### src/rtl/huffman_pkg.sv
// Shared encodings for the Huffman block sequencer: symbol types,
// sequencer FSM states and the zero-run-length escape constant.
package huffman_pkg;

    localparam logic [1:0] SYM_DC  = 2'd0;
    localparam logic [1:0] SYM_AC  = 2'd1;
    localparam logic [1:0] SYM_ZRL = 2'd2;
    localparam logic [1:0] SYM_EOB = 2'd3;

    // A run of 16 zeros is escaped as ZRL carrying run 15
    localparam logic [3:0] ZRL_RUN = 4'd15;

    typedef enum logic [1:0] {
        ST_IDLE = 2'd0,
        ST_DC   = 2'd1,
        ST_SCAN = 2'd2
    } state_t;

endpackage

### src/rtl/huffman_magnitude.sv
// Combinational JPEG magnitude coder: bit-length category of |value| and
// the right-aligned amplitude bits (value, or value-1 masked to size bits
// when negative). Shared by the DC-difference and AC-coefficient paths.
module huffman_magnitude
    import huffman_pkg::*;
#(
    parameter int PIX_W  = 8,
    parameter int SIZE_W = 4
) (
    input  logic [PIX_W:0]    value,
    output logic [SIZE_W-1:0] size,
    output logic [PIX_W:0]    bits
);

    localparam logic [PIX_W:0] ONE = {{PIX_W{1'b0}}, 1'b1};

    logic [PIX_W:0]    abs_s;
    logic [PIX_W:0]    mask_s;
    logic [PIX_W:0]    minus_one_s;
    logic [PIX_W:0]    bits_s;
    logic [SIZE_W-1:0] size_s;

    // Category from the highest set bit of |value|, then amplitude masking
    always_comb begin
        abs_s  = value[PIX_W] ? (~value + ONE) : value;
        size_s = '0;
        for (int i = 0; i <= PIX_W; i++) begin
            size_s = abs_s[i] ? SIZE_W'(i + 1) : size_s;
        end
        for (int i = 0; i <= PIX_W; i++) begin
            mask_s[i] = (i < int'(size_s)) ? 1'b1 : 1'b0;
        end
        minus_one_s = value - ONE;
        bits_s      = value[PIX_W] ? (minus_one_s & mask_s) : value;
    end

    assign size = size_s;
    assign bits = bits_s;

endmodule

### src/rtl/huffman_block_sequencer.sv
// Walks one zigzag-ordered coefficient block per handshake and emits JPEG
// entropy symbols (DC diff, AC run/size, ZRL, EOB) through a registered,
// back-pressured symbol port. One DC predictor is kept per channel.
// Optional build macro HUFF_STATS_EN adds per-block symbol statistics.
module huffman_block_sequencer
    import huffman_pkg::*;
#(
    parameter int PIX_W  = 8,
    parameter int N_COEF = 64,
    parameter int NUM_CH = 3,
    parameter int CH_W   = 2,
    parameter int SIZE_W = 4
) (
    input  logic                      clock,
    input  logic                      reset,
    input  logic                      blk_valid,
    output logic                      blk_ready,
    input  logic [N_COEF*PIX_W-1:0]   blk_data,
    input  logic [CH_W-1:0]           blk_ch,
    input  logic                      blk_restart,
    output logic                      sym_valid,
    input  logic                      sym_ready,
    output logic [1:0]                sym_type,
    output logic [3:0]                sym_run,
    output logic [SIZE_W-1:0]         sym_size,
    output logic [PIX_W:0]            sym_bits,
    output logic                      sym_last,
`ifdef HUFF_STATS_EN
    output logic [7:0]                blk_sym_count,
    output logic                      blk_stats_valid,
`endif
    output logic                      busy
);

    localparam int IDX_W = (N_COEF > 1) ? $clog2(N_COEF) : 1;

    state_t                    state_r;
    logic [N_COEF*PIX_W-1:0]   coef_r;
    logic [CH_W-1:0]           ch_r;
    logic                      restart_r;
    logic [IDX_W-1:0]          last_nz_r;
    logic [IDX_W-1:0]          idx_r;
    logic [3:0]                run_r;
    logic [PIX_W-1:0]          pred_r [NUM_CH];

    logic                      blk_ready_r;
    logic                      sym_valid_r;
    logic [1:0]                sym_type_r;
    logic [3:0]                sym_run_r;
    logic [SIZE_W-1:0]         sym_size_r;
    logic [PIX_W:0]            sym_bits_r;
    logic                      sym_last_r;

    logic [CH_W-1:0]           ch_in_s;
    logic [IDX_W-1:0]          last_nz_in_s;
    logic [PIX_W-1:0]          cur_coef_s;
    logic [PIX_W-1:0]          coef0_s;
    logic [PIX_W-1:0]          pred_s;
    logic [PIX_W:0]            dc_diff_s;
    logic [PIX_W:0]            mag_in_s;
    logic [SIZE_W-1:0]         mag_size_s;
    logic [PIX_W:0]            mag_bits_s;
    logic                      can_load_s;

    // Channel folding and highest-nonzero-AC search on the incoming block
    always_comb begin
        ch_in_s      = (32'(blk_ch) < NUM_CH) ? blk_ch : '0;
        last_nz_in_s = '0;
        for (int i = 1; i < N_COEF; i++) begin
            last_nz_in_s = (blk_data[(N_COEF-1-i)*PIX_W +: PIX_W] != '0) ?
                           IDX_W'(i) : last_nz_in_s;
        end
    end

    // Current coefficient, DC difference at PIX_W+1 bits and magnitude input select
    always_comb begin
        cur_coef_s = coef_r[(N_COEF-1-int'(idx_r))*PIX_W +: PIX_W];
        coef0_s    = coef_r[N_COEF*PIX_W-1 -: PIX_W];
        pred_s     = restart_r ? '0 : pred_r[ch_r];
        dc_diff_s  = {coef0_s[PIX_W-1], coef0_s} - {pred_s[PIX_W-1], pred_s};
        mag_in_s   = (state_r == ST_DC) ? dc_diff_s : {cur_coef_s[PIX_W-1], cur_coef_s};
        can_load_s = !sym_valid_r || sym_ready;
    end

    huffman_magnitude #(
        .PIX_W  (PIX_W),
        .SIZE_W (SIZE_W)
    ) u_magnitude (
        .value (mag_in_s),
        .size  (mag_size_s),
        .bits  (mag_bits_s)
    );

    // Sequencer FSM with the registered symbol output stage
    always_ff @(posedge clock) begin
        if (reset) begin
            state_r     <= ST_IDLE;
            coef_r      <= '0;
            ch_r        <= '0;
            restart_r   <= 1'b0;
            last_nz_r   <= '0;
            idx_r       <= '0;
            run_r       <= 4'd0;
            for (int c = 0; c < NUM_CH; c++) begin
                pred_r[c] <= '0;
            end
            blk_ready_r <= 1'b0;
            sym_valid_r <= 1'b0;
            sym_type_r  <= 2'd0;
            sym_run_r   <= 4'd0;
            sym_size_r  <= '0;
            sym_bits_r  <= '0;
            sym_last_r  <= 1'b0;
        end else begin
            if (sym_valid_r && sym_ready) begin
                sym_valid_r <= 1'b0;
            end
            case (state_r)
                ST_IDLE: begin
                    if (blk_valid && blk_ready_r) begin
                        coef_r      <= blk_data;
                        ch_r        <= ch_in_s;
                        restart_r   <= blk_restart;
                        last_nz_r   <= last_nz_in_s;
                        blk_ready_r <= 1'b0;
                        state_r     <= ST_DC;
                    end else begin
                        blk_ready_r <= 1'b1;
                    end
                end
                ST_DC: begin
                    if (can_load_s) begin
                        sym_valid_r  <= 1'b1;
                        sym_type_r   <= SYM_DC;
                        sym_run_r    <= 4'd0;
                        sym_size_r   <= mag_size_s;
                        sym_bits_r   <= mag_bits_s;
                        sym_last_r   <= 1'b0;
                        pred_r[ch_r] <= coef0_s;
                        idx_r        <= IDX_W'(1);
                        run_r        <= 4'd0;
                        state_r      <= ST_SCAN;
                    end
                end
                ST_SCAN: begin
                    if (can_load_s) begin
                        if (idx_r > last_nz_r) begin
                            sym_valid_r <= 1'b1;
                            sym_type_r  <= SYM_EOB;
                            sym_run_r   <= 4'd0;
                            sym_size_r  <= '0;
                            sym_bits_r  <= '0;
                            sym_last_r  <= 1'b1;
                            idx_r       <= '0;
                            run_r       <= 4'd0;
                            blk_ready_r <= 1'b1;
                            state_r     <= ST_IDLE;
                        end else if (cur_coef_s == '0) begin
                            if (run_r == ZRL_RUN) begin
                                sym_valid_r <= 1'b1;
                                sym_type_r  <= SYM_ZRL;
                                sym_run_r   <= ZRL_RUN;
                                sym_size_r  <= '0;
                                sym_bits_r  <= '0;
                                sym_last_r  <= 1'b0;
                                run_r       <= 4'd0;
                            end else begin
                                run_r <= run_r + 4'd1;
                            end
                            idx_r <= idx_r + IDX_W'(1);
                        end else begin
                            sym_valid_r <= 1'b1;
                            sym_type_r  <= SYM_AC;
                            sym_run_r   <= run_r;
                            sym_size_r  <= mag_size_s;
                            sym_bits_r  <= mag_bits_s;
                            run_r       <= 4'd0;
                            if (idx_r == IDX_W'(N_COEF-1)) begin
                                sym_last_r  <= 1'b1;
                                idx_r       <= '0;
                                blk_ready_r <= 1'b1;
                                state_r     <= ST_IDLE;
                            end else begin
                                sym_last_r  <= 1'b0;
                                idx_r       <= idx_r + IDX_W'(1);
                            end
                        end
                    end
                end
                default: begin
                    state_r     <= ST_IDLE;
                    blk_ready_r <= 1'b0;
                end
            endcase
        end
    end

`ifdef HUFF_STATS_EN
    logic [7:0] sym_count_r;
    logic       stats_valid_r;

    // Per-block accepted-symbol counter and completion pulse on the last symbol
    always_ff @(posedge clock) begin
        if (reset) begin
            sym_count_r   <= 8'd0;
            stats_valid_r <= 1'b0;
        end else begin
            stats_valid_r <= sym_valid_r && sym_ready && sym_last_r;
            if (sym_valid_r && sym_ready) begin
                sym_count_r <= (sym_type_r == SYM_DC) ? 8'd1 : (sym_count_r + 8'd1);
            end
        end
    end

    assign blk_sym_count   = sym_count_r;
    assign blk_stats_valid = stats_valid_r;
`endif

    assign blk_ready = blk_ready_r;
    assign sym_valid = sym_valid_r;
    assign sym_type  = sym_type_r;
    assign sym_run   = sym_run_r;
    assign sym_size  = sym_size_r;
    assign sym_bits  = sym_bits_r;
    assign sym_last  = sym_last_r;
    assign busy      = (state_r != ST_IDLE) || sym_valid_r;

endmodule

### config.mk
export PLATFORM = sky130hd
export DESIGN_NAME = huffman_block_sequencer
export DESIGN_NICKNAME = d
export VERILOG_FILES = /design/src/rtl/huffman_pkg.sv /design/src/rtl/huffman_magnitude.sv /design/src/rtl/huffman_block_sequencer.sv
export SDC_FILE = /design/constraint.sdc
export NUM_CORES = 2
export LEC_CHECK = 0
export ABC_AREA = 1
export CAP_MARGIN = 20
export CORE_MARGIN = 10
export CORE_UTILIZATION = 64
export CTS_CLUSTER_DIAMETER = 80
export DETAILED_ROUTE_END_ITERATION = 8
export DONT_BUFFER_PORTS = 1
export PLACE_DENSITY_LB_ADDON = 0.15
export SLEW_MARGIN = 20
export SYNTH_ARGS = -nofsm -noshare
export SYNTH_HDL_FRONTEND = slang
export SYNTH_HIERARCHICAL = 1
export SYNTH_SLANG_ARGS = --single-unit
### constraint.sdc
create_clock -name clock -period 4.7 [get_ports clock]
set_input_delay 0.94 -clock clock [delete_from_list [all_inputs] [get_ports clock]]
set_output_delay 0.94 -clock clock [all_outputs]
set_load 0.02 [all_outputs]
## Word-level counts from Yosys, hierarchy flattened

Memory sizes are Yosys's and may differ from the RTL's. A register that Yosys moved wholly into a read port is not among the register bits.
Cells that the tools add are included.
W data, S select, Z words.

- Add/sub/neg operators: 6
- Multiply operators: 0
- Divide/modulo/power cells: 0
- Magnitude comparators: 11
- Eq/ne operators: 10
- Shifts and indexed selects: 1
- Mux-type cells: 159
- Bitwise gates (word level): 3
- Reductions and logical operators: 78

Operators with widths:

| operator | number |
|---|---|
| $shiftx A512 B10 Y8 | 1 |
| $reduce_bool A8 Y1 | 63 |
| $mux W6 | 37 |
| $mux W4 | 30 |
| $mux W5 | 16 |
| $mux W9 | 8 |
| $mux W1 | 35 |
| $mux W2 | 17 |
| $pmux W4 S2 | 3 |
| $pmux W9 S2 | 1 |
| $lt A3 B4 Y1 const A | 4 |
| $mux W8 | 2 |
| $mux W3 | 4 |
| $pmux W6 S2 | 1 |
| $add A9 B1 Y9 const B | 1 |
| $and A9 B9 Y9 | 1 |
| $not A9 Y9 | 1 |
| $sub A8 B8 Y9 | 1 |
| $sub A9 B1 Y9 const B | 1 |
| $logic_not A8 Y1 | 1 |
| $lt A1 B4 Y1 const A | 2 |
| $lt A2 B4 Y1 const A | 2 |
| $reduce_and A4 Y1 | 2 |
| $reduce_or A8 Y1 | 1 |
| other kinds (26) | 33 |

- Flip-flop bits (word level): 555
- Latch bits: 0
- RAM bits: 24
- Memory bits (read-only): 0
- Input bits: 519
- Memories: 1

Memories:

| memory | words | width | rd ports | clocked after memory_dff | write ports | RTL line | source |
|---|---|---|---|---|---|---|---|
| pred_r | 3 | 8 | 1 | 1 | 3 | huffman_block_sequencer.sv:44 | `logic [PIX_W-1:0] pred_r [NUM_CH];` |

## Logic depth before layout (Yosys ltp)

- Depth in word-level cells: 64
- Gate-level depth with buffers: 66
- Depth with buffers taken out: 66

## Modules after synthesis

The synthesis kept the hierarchy.

By module, submodules not included:

| module | instances | cells an instance | area each (um^2) | sequential area each (um^2) |
|---|---|---|---|---|
| huffman_block_sequencer | 1 | 3919 | 27540.2 | 12111.6 |
| huffman_magnitude | 1 | 120 | 615.6 | 0.0 |

## Least setup slack after synthesis

OpenSTA, ideal clock, no wires.

- Path kind: input port to flip-flop
- Start point: in blk_data[494]
- End point: reg last_nz_r[0]
- Library setup time: 66 ps
- Data arrival time: 3846 ps
- Path slack: 788 ps
- Stages: 65
- Buffers on the path: 0
- Cells stage by stage: nor2_1 -> nand2_1 -> nor2_2 -> nand2_1 -> nand2_1 -> nand2_1 -> nand2_1 -> nand2_1 -> nand2_1 -> nand2_1 -> nand2_1 -> nand2_1 -> nand2_1 -> nand2_1 -> nand2_1 -> nand2_1 -> nand2_1 -> nand2_1 -> [... 29 more ...] -> nand2_1 -> nand2_1 -> nand2_1 -> nand2_1 -> nand2_1 -> nand2_1 -> nand2_1 -> nand2_1 -> nand2_1 -> nand2_1 -> nand2_1 -> nand2_1 -> nand2_1 -> nand2_1 -> nand2_1 -> nand2_1 -> nand2_1 -> a21oi_2

- Longest elaborated chain between the ends: 63

Ends and longest elaborated chain:

| item | RTL line | source |
|---|---|---|
| from (decl) | huffman_block_sequencer.sv:18 | `input logic [N_COEF*PIX_W-1:0] blk_data,` |
| $reduce_bool A8 Y1 | huffman_block_sequencer.sv:70 | `last_nz_in_s = (blk_data[(N_COEF-1-i)*PIX_W +: PIX_W] != '0) ?` |
| $mux W2 (2 in a row) | huffman_block_sequencer.sv:70 |  |
| $mux W3 (4 in a row) | huffman_block_sequencer.sv:70 |  |
| $mux W4 (8 in a row) | huffman_block_sequencer.sv:70 |  |
| $mux W5 (16 in a row) | huffman_block_sequencer.sv:70 |  |
| $mux W6 (32 in a row) | huffman_block_sequencer.sv:70 |  |
| to (signal assigned) | huffman_block_sequencer.sv:124 | `last_nz_r <= last_nz_in_s;` |
| to (decl) | huffman_block_sequencer.sv:41 | `logic [IDX_W-1:0] last_nz_r;` |

No other way between the ends.
A chain may end at the register's enable or synchronous reset.

## Worst setup path in the final report

- Start point: reg idx_r[0]
- End point: reg sym_bits_r[2], in the netlist sym_bits[2]

- Longest elaborated chain between the ends: 23

Ends and longest elaborated chain:

| item | RTL line | source |
|---|---|---|
| from (decl) | huffman_block_sequencer.sv:42 | `logic [IDX_W-1:0] idx_r;` |
| from (signal assigned) | huffman_block_sequencer.sv:170 | `idx_r <= idx_r + IDX_W'(1);` |
| from (signal assigned) | huffman_block_sequencer.sv:185 | `idx_r <= idx_r + IDX_W'(1);` |
| $sub A6 B6 Y7 (*) | huffman_block_sequencer.sv:77 | `cur_coef_s = coef_r[(N_COEF-1-int'(idx_r))*PIX_W +: PIX_W];` |
| $shiftx A512 B10 Y8 (*) | huffman_block_sequencer.sv:77 |  |
| $mux W9 (*) | huffman_block_sequencer.sv:81 | `mag_in_s = (state_r == ST_DC) ? dc_diff_s : {cur_coef_s[PIX_W-1], cur_coef_s};` |
| net mag_in_s[0] | huffman_block_sequencer.sv:60 | `logic [PIX_W:0] mag_in_s;` |
| $not A9 Y9 | huffman_magnitude.sv:25 | `abs_s = value[PIX_W] ? (~value + ONE) : value;` |
| $add A9 B1 Y9 | huffman_magnitude.sv:25 |  |
| $mux W9 | huffman_magnitude.sv:25 |  |
| $mux W1 | huffman_magnitude.sv:28 | `size_s = abs_s[i] ? SIZE_W'(i + 1) : size_s;` |
| [... 9 more ...] | -- |  |
| $mux W1 | huffman_magnitude.sv:31 | `mask_s[i] = (i < int'(size_s)) ? 1'b1 : 1'b0;` |
| $and A9 B9 Y9 (*) | huffman_magnitude.sv:34 | `bits_s = value[PIX_W] ? (minus_one_s & mask_s) : value;` |
| $mux W9 (*) | huffman_magnitude.sv:34 |  |
| net mag_bits_s[2] | huffman_block_sequencer.sv:62 | `logic [PIX_W:0] mag_bits_s;` |
| $mux W9 | huffman_block_sequencer.sv:158 | `end else if (cur_coef_s == '0) begin` |
| $mux W9 | huffman_block_sequencer.sv:147 | `if (idx_r > last_nz_r) begin` |
| $mux W9 | huffman_block_sequencer.sv:146 | `if (can_load_s) begin` |
| $pmux W9 S2 (*) | huffman_block_sequencer.sv:118 | `case (state_r)` |
| to (signal assigned) | huffman_block_sequencer.sv:137 | `sym_bits_r <= mag_bits_s;` |
| to (signal assigned) | huffman_block_sequencer.sv:176 | `sym_bits_r <= mag_bits_s;` |
| to (decl) | huffman_block_sequencer.sv:51 | `logic [PIX_W:0] sym_bits_r;` |

Mark *: on every way through the listed nets, which the timed path passes. The rest lies on a longest branch. The select of a mux whose other input is x is not followed.

==> flow_metrics.env <==
export IMPL_crit_path_max_incr_delay_ps=560
export IMPL_crit_path_end_kind="flop"
export IMPL_grt_pass1_vias=26300
export IMPL_drt_wl_total_um=104000
export IMPL_ys_seq_area_share_pct=43.0
export IMPL_top_level_ports=542
export IMPL_critPathSlowestCell="buf_4"
export IMPL_drtIter0Drc=4354
export IMPL_cts_sinks=589
export IMPL_synth_distinct_cells=55
export IMPL_hold_viol_final=0
export IMPL_clkLatencyLatePin_ps=640
export IMPL_path_class="reg2reg"
export IMPL_crit_family="simple AND/OR/NAND/NOR gates"
export IMPL_drcViolationCount=0
export IMPL_ctsHoldBuffers=0
export IMPL_cp_required_ps=5200
export IMPL_fp_dieW_um=230
export IMPL_ir_worst_vdd_mv=0.381
export IMPL_ant_nets=0
export IMPL_crit_top_cell="nor2_1"
export IMPL_fin_setup_tns_ps=0
export IMPL_synth_top_area_share_pct=39.6
export IMPL_drv_cap=0
export IMPL_yosys_top_cells_count="nand2_1 (853), a21oi_1 (755), dfxtp_1 (557)"
export IMPL_comb_power_share_pct=37.2
export IMPL_gp_congestion=1.00
export IMPL_num_fill_cells=3681
export IMPL_die_h_um=230
export IMPL_max_slew_margin_rel_pct=27.0
export IMPL_fin_nets=4422
export IMPL_power_frac_clock_pct=26.9
export IMPL_core_mm2=0.0433
export IMPL_p_sw_share_pct=39.8
export IMPL_worst_pin_slew_ps=1100
export IMPL_gr_max_usage_layer="met2"
export IMPL_crit_chain="buf_4, o21ai_1, nand3_1, nand3_1, a21oi_1, a311o_1, nand2_1, o21ai_0, inv_1, ha_1, nand3_2, nand2_1, nand2_1, nand2_2, nor2_4, inv_2, nor2_1, nand3_1, nor2_1, nor2_1, a22oi_1, nor2_1"
export IMPL_ys_async_sr_fraction_pct=0
export IMPL_slew_violations=0
export IMPL_synth_top_area_cell="dfxtp_1"
export IMPL_status="completed"
export IMPL_clkTransAtPathRegs_ps=60
export IMPL_grt_antenna_before_repair=3
export IMPL_fin_crit_ps=4360
export IMPL_fin_worst_skew_ps=37.6
export IMPL_grt_pass1_wl_um=156000
export IMPL_synth_most_common_cell="nand2_1"
export IMPL_final_cell_area_mm2=0.0305
export IMPL_seq_power_share_pct=35.9
export IMPL_synthTopCellsByArea="dfxtp_1 (40%), a21oi_1 (13%), nand2_1 (11%), o21ai_0 (6.6%), inv_1 (4.0%)"
export IMPL_overflow=0
export IMPL_num_vias=28900
export IMPL_p_int_mw=10.6
export IMPL_synthFlopType="dfxtp_1"
export IMPL_vias_per_cell=6.39
export IMPL_p_sw_mw=7.05
export IMPL_grt_total_usage_pct=37.1
export IMPL_ff2ff_setup_slack_ps=340
export IMPL_multiInputGateArea_mm2=0.0137
export IMPL_synthCells=4039
export IMPL_dpl_cell_area_mm2=0.0285
export IMPL_grt_max_degree=339
export IMPL_ys_warn_count=6
export IMPL_synth_edf_count=32
export IMPL_dieArea_mm2=0.0528
export IMPL_synth_seq_cells=589
export IMPL_cts_buffer_depth=3
export IMPL_setup_viol=0
export IMPL_syn_nets=4579
export IMPL_area_growth_pct=8.46
export IMPL_syn_area_mm2=0.0282
export IMPL_regArea_mm2=0.0121
export IMPL_hp_class="in2reg"
export IMPL_rsz0062_at_grt="true"
export IMPL_cts_made_buffers=58
export IMPL_p_leak_nw=10.7
export IMPL_start_util_pct=65.1
export IMPL_path_buf_inv=3
export IMPL_use_met2_pct=57.2
export IMPL_cts_htree_levels=2
export IMPL_cp_arrival_ps=4860
export IMPL_path_max_fanout=62
export IMPL_port_buffers=0
export IMPL_met1_usage_pct=47.5
export IMPL_syn_area_per_cell_um2=6.97
export IMPL_grt_use_met3_pct=10.7
export IMPL_dp_hpwl_um=75700
export IMPL_period_share_pct=92.8
export IMPL_startpoint_type="flop"
export IMPL_first_pass_iters=8
export IMPL_wire_per_inst_um=23.0
export IMPL_rows=76
export IMPL_cts_tree="built"
export IMPL_layout_drive_gt1_share_pct=6.59
export IMPL_cts_root_buf="clkbuf_16"
export IMPL_pwr_density_cell_mw_per_mm2=579
export IMPL_max_freq_mhz=229
-- power groups by stage --
stage                     Sequential (mW)  Clock [mW]  Combinational (mW)
after floorplan                      6.30           0                4.80
after global routing                 6.42        4.95                7.27
after global placement               6.40           0                6.20
final                                6.35        4.76                6.58
after detailed placement             6.44           0                6.35
after CTS                            6.33        4.75                6.38
-- registers in the layout, indices dropped and copies added (netlist names), named ones only --
signal,flops
sym_last,1
sym_valid,1
last_nz_r,6
sym_type,2
ch_r,2
sym_size,4
pred_r,32
state_r,2
run_r,4
idx_r,6
sym_bits,9
sym_run,4
restart_r,1
coef_r,512
blk_ready,1
-- path summary, 6_finish.rpt --
path,to,depth (start not counted),from
max,sym_bits[2],22,idx_r[0]
min,coef_r[220],1,reset
max reg2reg,sym_bits[2],22,idx_r[0]
min reg2reg,pred_r[3][0],0,coef_r[504]
-- layer usage --
layer | part of all wire, % | up-vias
met5 | 0.041 | -
li1 | - | 13300
met2 | 44 | 1804
met4 | 4.8 | 6
met3 | 13 | 296
met1 | 38 | 13400
-- layout make-up --
| class | instances | area share, % |
|---|---|---|
| Inverter | 336 | 4.41 |
| Clock inverter | 25 | 0.737 |
| Tap cell | 585 | 2.40 |
| Sequential cell | 589 | 39.7 |
| Clock buffer | 83 | 5.66 |
| Multi-Input combinational cell | 2821 | 44.8 |
| Antenna cell | 1 | 0.00819 |
| Timing Repair Buffer | 76 | 2.29 |
-- layout by cell type, fill, tap and decap left out, types with 7 or more instances in the layout --
cell type / synthesis / routed
nand2_2: 9 / 14
a31oi_1: 7 / 7
nor2_1: 216 / 214
o311ai_1: 9 / 9
clkinv_2: 0 / 10
clkbuf_8: 1 / 12
o211ai_1: 43 / 43
nor3_1: 10 / 10
xor2_1: 7 / 7
a22oi_1: 11 / 11
inv_2: 22 / 20
buf_12: 0 / 10
clkinv_1: 4 / 11
o21ai_0: 372 / 371
o21ai_1: 148 / 149
clkbuf_16: 0 / 61
nor2_2: 6 / 7
nand3_1: 154 / 153
a21oi_1: 755 / 754
clkbuf_1: 261 / 10
buf_4: 2 / 65
nand2_1: 853 / 846
nor4_1: 117 / 117
nand2_4: 7 / 9
dfxtp_1: 557 / 553
ha_1: 20 / 20
a311o_1: 7 / 7
edfxtp_1: 32 / 32
o22ai_1: 15 / 15
inv_1: 302 / 297
-- through the flow --
step           cells  hold WS, ps  total power, mW  utilization, %  setup WS, ps
2_1_floorplan   4039          408             11.1               -           788
3_3_place_gp    4403          419             12.6            65.8          -137
3_5_place_dp    4403          427             12.8            65.8          -123
4_1_cts         4511          410             17.5            70.3           297
5_1_grt         4515          392             18.6            70.6         -21.5
6_report        4516          399             17.7            70.6           337
-- cell families (layout without fill, tap and decap cells) --
family          after synthesis  count (layout)  synth area share [%]
compound gates             1396            1396                  25.9
xor+xnor                      8               8                 0.249
fa+ha+maj                    21              21                 0.960
buf+inv                     629             520                  8.62
flops                       589             589                  43.0
other cells                   1               2                0.0133
simple gates               1395            1395                  21.2
-- what timing repair did --
action	4_1_cts	5_1_grt
endpoints found under the setup margin	0	8
resized for setup	0	22
hold endpoints to repair	0	0
setup buffers	0	4
No activity file was read; power rests on OpenSTA's default activity.
